===== config.mk =====
export PLATFORM = sky130hd
export DESIGN_NAME = dec_n_pipe_flat
export DESIGN_NICKNAME = d
export VERILOG_FILES = /design/src/rtl/dec_pkg.sv /design/src/rtl/dec_n_pipe_if.sv /design/src/rtl/dec_scan_ctr.sv /design/src/rtl/dec_n_pipe.sv /design/src/flat_wrapper.sv
export SDC_FILE = /design/constraint.sdc
export NUM_CORES = 1
export LEC_CHECK = 0
export CORE_MARGIN = 3
export CORE_UTILIZATION = 30
export CTS_CLUSTER_SIZE = 14
export DETAILED_ROUTE_END_ITERATION = 7
export PLACE_DENSITY_LB_ADDON = 0.15
export SLEW_MARGIN = 20
export SYNTH_ARGS = -nofsm -noshare
export SYNTH_HDL_FRONTEND = slang
export SYNTH_HIERARCHICAL = 1
export SYNTH_SLANG_ARGS = --single-unit

===== constraint.sdc =====
create_clock -name clk -period 0.82 [get_ports clk]
set_input_delay 0.082 -clock clk [delete_from_list [all_inputs] [get_ports clk]]
set_output_delay 0.082 -clock clk [all_outputs]
set_load 0.02 [all_outputs]

===== src/rtl/dec_pkg.sv =====
// Shared types and helpers for the pipelined one-hot decoder and its scan counter.
package dec_pkg;

  localparam int unsigned DEC_MAX_N = 256;

  typedef enum logic {
    DEC_MODE_DECODE = 1'b0,
    DEC_MODE_SCAN   = 1'b1
  } dec_mode_e;

  function automatic int unsigned HI_W(input int unsigned w);
    return w / 2;
  endfunction

  function automatic int unsigned LO_W(input int unsigned w);
    return w - (w / 2);
  endfunction

  // One-hot of idx within an n-bit field; callers keep the low n bits.
  function automatic logic [DEC_MAX_N-1:0] onehot(input logic [7:0] idx, input int unsigned n);
    logic [DEC_MAX_N-1:0] r;
    r = '0;
    if (32'(idx) < n) r[idx] = 1'b1;
    return r;
  endfunction

endpackage


===== src/rtl/dec_n_pipe_if.sv =====
// Select/strobe bus of dec_n_pipe: requester drives select side, decoder drives result side.
interface dec_n_pipe_if #(
  parameter int unsigned W = 4
);
  import dec_pkg::*;

  logic              en;
  logic              in_valid;
  logic [W-1:0]      w;
  dec_mode_e         mode;
  logic              out_valid;
  logic [(1<<W)-1:0] y;
  logic [W-1:0]      scan_idx;
  logic              scan_wrap;

  modport master (
    output en, in_valid, w, mode,
    input  out_valid, y, scan_idx, scan_wrap
  );

  modport slave (
    input  en, in_valid, w, mode,
    output out_valid, y, scan_idx, scan_wrap
  );

endinterface


===== src/rtl/dec_scan_ctr.sv =====
// Modulo-2^W index counter advancing every DWELL enabled cycles; freeze on en=0,
// held at zero while not running, registered wrap pulse on the 2^W-1 -> 0 step.
module dec_scan_ctr #(
  parameter int unsigned W     = 4,
  parameter int unsigned DWELL = 4
) (
  input  logic         clk,
  input  logic         rst,
  input  logic         run_i,
  input  logic         en_i,
  output logic [W-1:0] idx_o,
  output logic         wrap_o
);

  localparam int unsigned DW_W   = (DWELL > 1) ? $clog2(DWELL) : 1;
  localparam logic [W-1:0] IDX_MAX = '1;

  logic [DW_W-1:0] dwell_q, dwell_d;
  logic [W-1:0]    idx_q, idx_d;
  logic            wrap_q, wrap_d;
  logic            term_c;

  // Outside scan the counters sit at zero, so entry always starts a clean sweep.
  always_comb begin
    dwell_d = dwell_q;
    idx_d   = idx_q;
    wrap_d  = 1'b0;
    term_c  = (dwell_q == DW_W'(DWELL - 1));
    if (!run_i) begin
      dwell_d = '0;
      idx_d   = '0;
    end else if (en_i) begin
      if (term_c) begin
        dwell_d = '0;
        idx_d   = idx_q + 1'b1;
        wrap_d  = (idx_q == IDX_MAX);
      end else begin
        dwell_d = dwell_q + 1'b1;
      end
    end
  end

  always_ff @(posedge clk) begin
    if (rst) begin
      dwell_q <= '0;
      idx_q   <= '0;
      wrap_q  <= 1'b0;
    end else begin
      dwell_q <= dwell_d;
      idx_q   <= idx_d;
      wrap_q  <= wrap_d;
    end
  end

  assign idx_o  = idx_q;
  assign wrap_o = wrap_q;

endmodule


===== src/rtl/dec_n_pipe.sv =====
// Two-stage W-to-2^W one-hot decoder (group predecode, then in-group decode).
// Optional self-driven scan sweep is built when DEC_SCAN_EN is defined.
module dec_n_pipe
  import dec_pkg::*;
#(
  parameter int unsigned W     = 4,
  parameter int unsigned DWELL = 4
) (
  input  logic         clk,
  input  logic         rst,
  dec_n_pipe_if.slave  bus
);

  localparam int unsigned HI = HI_W(W);
  localparam int unsigned LO = LO_W(W);
  localparam int unsigned NG = 1 << HI;
  localparam int unsigned NL = 1 << LO;
  localparam int unsigned N  = 1 << W;

  logic [NG-1:0] g_en_q, g_en_d;
  logic [LO-1:0] lo_q, lo_d;
  logic          v1_q, v1_d;
  logic [N-1:0]  y_q, y_d;
  logic          out_valid_q;
  logic [W-1:0]  sel_c;
  logic          sel_valid_c;

`ifdef DEC_SCAN_EN
  logic         scan_c;
  logic [W-1:0] scan_idx;
  logic         scan_wrap;

  assign scan_c = (bus.mode == DEC_MODE_SCAN);

  dec_scan_ctr #(
    .W     (W),
    .DWELL (DWELL)
  ) u_scan (
    .clk    (clk),
    .rst    (rst),
    .run_i  (scan_c),
    .en_i   (bus.en),
    .idx_o  (scan_idx),
    .wrap_o (scan_wrap)
  );

  // Scan replaces the external select and forces a valid request every cycle.
  assign sel_c        = scan_c ? scan_idx : bus.w;
  assign sel_valid_c  = scan_c | bus.in_valid;
  assign bus.scan_idx = scan_idx;
  assign bus.scan_wrap = scan_wrap;
`else
  logic unused_mode;

  assign unused_mode   = bus.mode;
  assign sel_c         = bus.w;
  assign sel_valid_c   = bus.in_valid;
  assign bus.scan_idx  = '0;
  assign bus.scan_wrap = 1'b0;
`endif

  // Stage 1: predecode upper bits into group enables.
  for (genvar g = 0; g < NG; g++) begin : g_pre
    assign g_en_d[g] = bus.en && (sel_c[W-1:LO] == HI'(g));
  end
  assign lo_d = sel_c[LO-1:0];
  assign v1_d = sel_valid_c;

  // Stage 2: decode lower bits inside the single enabled group.
  for (genvar g = 0; g < NG; g++) begin : g_grp
    assign y_d[g*NL +: NL] = (v1_q && g_en_q[g]) ? NL'(onehot(8'(lo_q), NL)) : '0;
  end

  always_ff @(posedge clk) begin
    if (rst) begin
      g_en_q      <= '0;
      lo_q        <= '0;
      v1_q        <= 1'b0;
      y_q         <= '0;
      out_valid_q <= 1'b0;
    end else begin
      g_en_q      <= g_en_d;
      lo_q        <= lo_d;
      v1_q        <= v1_d;
      y_q         <= y_d;
      out_valid_q <= v1_q;
    end
  end

  assign bus.y         = y_q;
  assign bus.out_valid = out_valid_q;

endmodule


===== src/flat_wrapper.sv =====
// flat-port wrapper written by rule: the top's interface ports become plain ports
module dec_n_pipe_flat import dec_pkg::*;
#(
  parameter int unsigned W     = 4,
  parameter int unsigned DWELL = 4
)
  (clk, rst, bus_en, bus_in_valid, bus_w, bus_mode, bus_out_valid, bus_y, bus_scan_idx, bus_scan_wrap);
  dec_n_pipe_if #(.W(W)) bus_i ();
  input  logic clk;
  input  logic rst;
  input wire logic [$bits(bus_i.en)-1:0] bus_en;
  input wire logic [$bits(bus_i.in_valid)-1:0] bus_in_valid;
  input wire logic [$bits(bus_i.w)-1:0] bus_w;
  input wire logic [$bits(bus_i.mode)-1:0] bus_mode;
  output wire logic [$bits(bus_i.out_valid)-1:0] bus_out_valid;
  output wire logic [$bits(bus_i.y)-1:0] bus_y;
  output wire logic [$bits(bus_i.scan_idx)-1:0] bus_scan_idx;
  output wire logic [$bits(bus_i.scan_wrap)-1:0] bus_scan_wrap;
  assign bus_i.en = bus_en;
  assign bus_i.in_valid = bus_in_valid;
  assign bus_i.w = bus_w;
  assign bus_i.mode = bus_mode;
  assign bus_out_valid = bus_i.out_valid;
  assign bus_y = bus_i.y;
  assign bus_scan_idx = bus_i.scan_idx;
  assign bus_scan_wrap = bus_i.scan_wrap;
  dec_n_pipe #(.W(W), .DWELL(DWELL)) u_core (.clk(clk), .rst(rst), .bus(bus_i));
endmodule

# == Word-level counts from Yosys, hierarchy flattened ==
# Index checks and enable logic that the tools add are counted.
# word_totals
register_bits,24
out_inout_bits,22
wordCells,33
# op_classes
order_cmp,2
eq_ne,3
mux,2
n_bitwise,4
reduce_logical,14
# ops
cell,count
$logic_and A1 B1 Y1,9
$lt A2 B9 Y1 const B,1
$reduce_or A2 Y1,4
$eq A2 B2 Y1 const B,2
$not A1 Y1,4
$demux W1 S2,1
$eq A2 B1 Y1 const B,1
$ge A2 B1 Y1 const B,1
$logic_not A2 Y1,1
$mux W1,1

# == Depth between registers and ports, before layout ==
# logic_depth
depth_word,4
mapped_depth,3
mapped_depth_nobuf,2

# == Least setup slack after synthesis ==
# OpenSTA, ideal clock, no wires.
# synth_timing
path_type,flip-flop to flip-flop
start,register u_core.lo_q[0]
end,register u_core.y_q[6] (netlist: u_core/bus.y[6])
setup_time_ns,0.118
arrival_time_ns,0.703
setup_slack_ns,-0.001
path_stages_with_launch,3
synth_period_minus_slack_ns,0.821
cell_sequence,dfxtp_1 -> nand2b_2 -> nor2_1
# synth_between
elab_chain_len,4
word_cells_on_any_way,5
cone_classes,2 x order compare; 2 x mux; 1 x reduce/logical
# synth_lines
element,line,text
start: declaration,dec_n_pipe.sv:21,"logic [LO-1:0] lo_q, lo_d;"
start signal: assignment,dec_n_pipe.sv:83,lo_q <= lo_d;
$lt A2 B9 Y1 (implied by the code) or $ge A2 B1 Y1 (tied branches),dec_pkg.sv:23,if (32'(idx) < n) r[idx] = 1'b1;
$logic_and A1 B1 Y1 (implied by the code),dec_pkg.sv:23,
$mux W1 (implied by the code),dec_pkg.sv:23,
$demux W1 S2 (*),-,
end signal: assignment,dec_n_pipe.sv:85,y_q <= y_d;
end: declaration,dec_n_pipe.sv:23,"logic [N-1:0] y_q, y_d;"
# Every way passes the cells marked *; elsewhere a longest branch is shown, timed or not.
# A chain may end at the register's enable or synchronous reset.

# == Final worst setup path ==
# layout_timing
start,register u_core.y_q[8] (netlist: u_core/bus.y[8])
end,output port bus_y[8]
# layout_rtl
element,line,text
end: declaration,flat_wrapper.sv:16,output wire logic [$bits(bus_i.y)-1:0] bus_y;
# No word-level cell between the ends.

==> impl_metrics.toml <==
[timing]
rsz0062_at_grt = "true"
period_needed_ns = 0.848
holdWs_ns = 0.339
fin_skew_ns = 0.00819
worst_slack_ns = -0.0280
setup_viol = 17
tns_ns = -0.297
period_share_pct = 103
hold_viol_final = 0
fmax_ghz = 1.18
final_max_slew_viol_count = 0

[hold_path]
hold_path.class = "input pin to flop"
holdPathStages = 2

[route]
wl_per_cell_um = 10.3
ant_nets = 0
drc = 0
vias = 486
via_per_inst = 4.02
firstDrtPassIters = 2
routed_wl_mm = 1.25
first_iter_violations = 2

[die]
die_h_um = 56.8
start_util_pct = 33.4
core.rowCount = 17
boundaryPins = 31
dieWidth_um = 56.8
fp.dieArea_um2 = 3220
fp.coreArea_um2 = 2320

[critical_path]
crit_cells = 1
critPathTopFamily = "flip-flops"
ff2ff_path_depth = 2
end_kind = "output pin"
cp_max_fo = 1
critPathLaunchType = "flop"
required_ns = 0.74
critPathBufInv = 1
cpMaxStageDelayCell = "dfxtp_2"
cp_cell_sequence = "buf_6"
arrival_ns = 0.77
slowest_delay_ns = 0.34
crit_type = "flop to output pin"

[cts]
clock_sinks = 24
path_clk_slew_ns = 0.12
clockRootBuffer = "clkbuf_4"
cts_max_path_buffers = 2
cts_hold_buffers = 0
htreeDepth = 1
worstSkewPairLatency_ns = 0.30
numCtsBuffers = 3
cts_tree = "done"

[yosys]
ys_types = 16
syn_area_um2 = 773
ys_seq_elements = 24
ys_seq_area_share_pct = 62.1
synth.top_cells.by_area = "dfxtp_1 (62%), nor2_1 (5.8%), nor3_2 (5.2%)"
synth_cells = 62
synth_top_area_share_pct = 62.1
postSynthAreaPerCell_um2 = 12.5
ys_warn_count = 6
yosys.area.top_type = "dfxtp_1"

[global_routing]
grt_pass1_vias = 447
overflow = 0
grt_max_degree = 14
grt_use_total_pct = 7.81
antenna_found_initial = 0
grt_pass1_wl_mm = 1.90

[power]
ir_drop_mv = 0.760
power_leakage_nw = 0.514
power.density_nw_per_um2 = 1680
power_mw = 1.92

[cells_and_area]
layout.cells.most_common_list = "buf_6 (17), dfxtp_2 (17), nor2_1 (11)"
diodes = 0
fill_cells = 217
instances_no_fill = 121
drive_above_1_share_pct = 65.6
multi_input_area_um2 = 262
regArea_um2 = 513
areaGrowthSynthToFinish_pct = 47.9
fin_nets = 103
final_core_util_pct = 49.3

[run_status]
status = "finished, violations left"
failed_checks = "negative setup slack"

[placed_design]
gp_congestion = 0.738
io_buffers = 24
hpwl_um = 959
place_inst = 116

[run]
maxCapViolCount = 0
[cell usage after synthesis, drive strengths merged]
| library cell | instances |
|---|---|
| and4b | 1 |
| buf | 6 |
| nor3 | 4 |
| nand2 | 1 |
| dfxtp | 24 |
| and4bb | 2 |
| nor4b | 1 |
| nand2b | 2 |
| nand3b | 4 |
| conb | 1 |
| and2b | 4 |
| nor2 | 12 |
[kinds of logic (layout without fill, tap and decap cells)]
kind of cell           count (synthesis)  count (layout)  share of synthesized area [%]
DFF                                   24              24                           62.1
buffers and inverters                  6              33                           6.31
and+or+nand+nor                       31              31                           31.1
other                                  1               5                          0.485
[sequential cells by signal (all words and copies together) (netlist names)]
| register | flops |
|---|---|
| u_core/bus.out_valid | 1 |
| u_core/v1_q | 1 |
| u_core/lo_q | 2 |
| u_core/bus.y | 16 |
| u_core/g_en_q | 4 |
[routing by layer]
metal	part of all wire, %	vias up	track usage [%]
met5	0	-	0
met4	0	0	4.97
met3	9.2	0	2.76
met2	49	19	13.2
met1	42	212	8.12
li1	-	255	-
[layout make-up]
class / count / area share, %
repair buffers: 29 / 26.0
multi-input cells: 36 / 22.9
clock buffers: 4 / 3.17
well taps: 28 / 3.06
flip-flops and latches: 24 / 44.9
[repair_timing]
item | in CTS | in global routing
setup buffers | 0 | 1
resized for setup | 123 | 3
setup endpoints to repair | 30 | 22
pin swaps | 1 | 0
[path summary, 6_finish.rpt]
check	start	to	slack, ns
setup / recovery	u_core/bus.y[8]	bus_y[8]	-0.03
hold / removal	bus_w[1]	u_core/lo_q[1]	0.34
setup reg to reg	u_core/v1_q	u_core/bus.y[4]	0.03
hold reg to reg	u_core/g_en_q[0]	u_core/bus.y[0]	0.49
[power breakdown]
part	total, mW	switching, mW	internal, mW	leakage [nW]
logic	0.137	0.0631	0.0743	0.288
clock network	0.590	0.319	0.271	0.0210
registers	1.19	0.0167	1.18	0.205
total	1.92	0.399	1.52	0.514
[through the flow]
step	setup WS (ns)	cell area, um^2
finish	-0.0280	1140
floorplan	0.00333	790
CTS	-0.0411	1130
global placement	-0.384	1050
global route	-0.0657	1140
detailed placement	-0.424	1050
No activity file was read; power rests on OpenSTA's default activity.
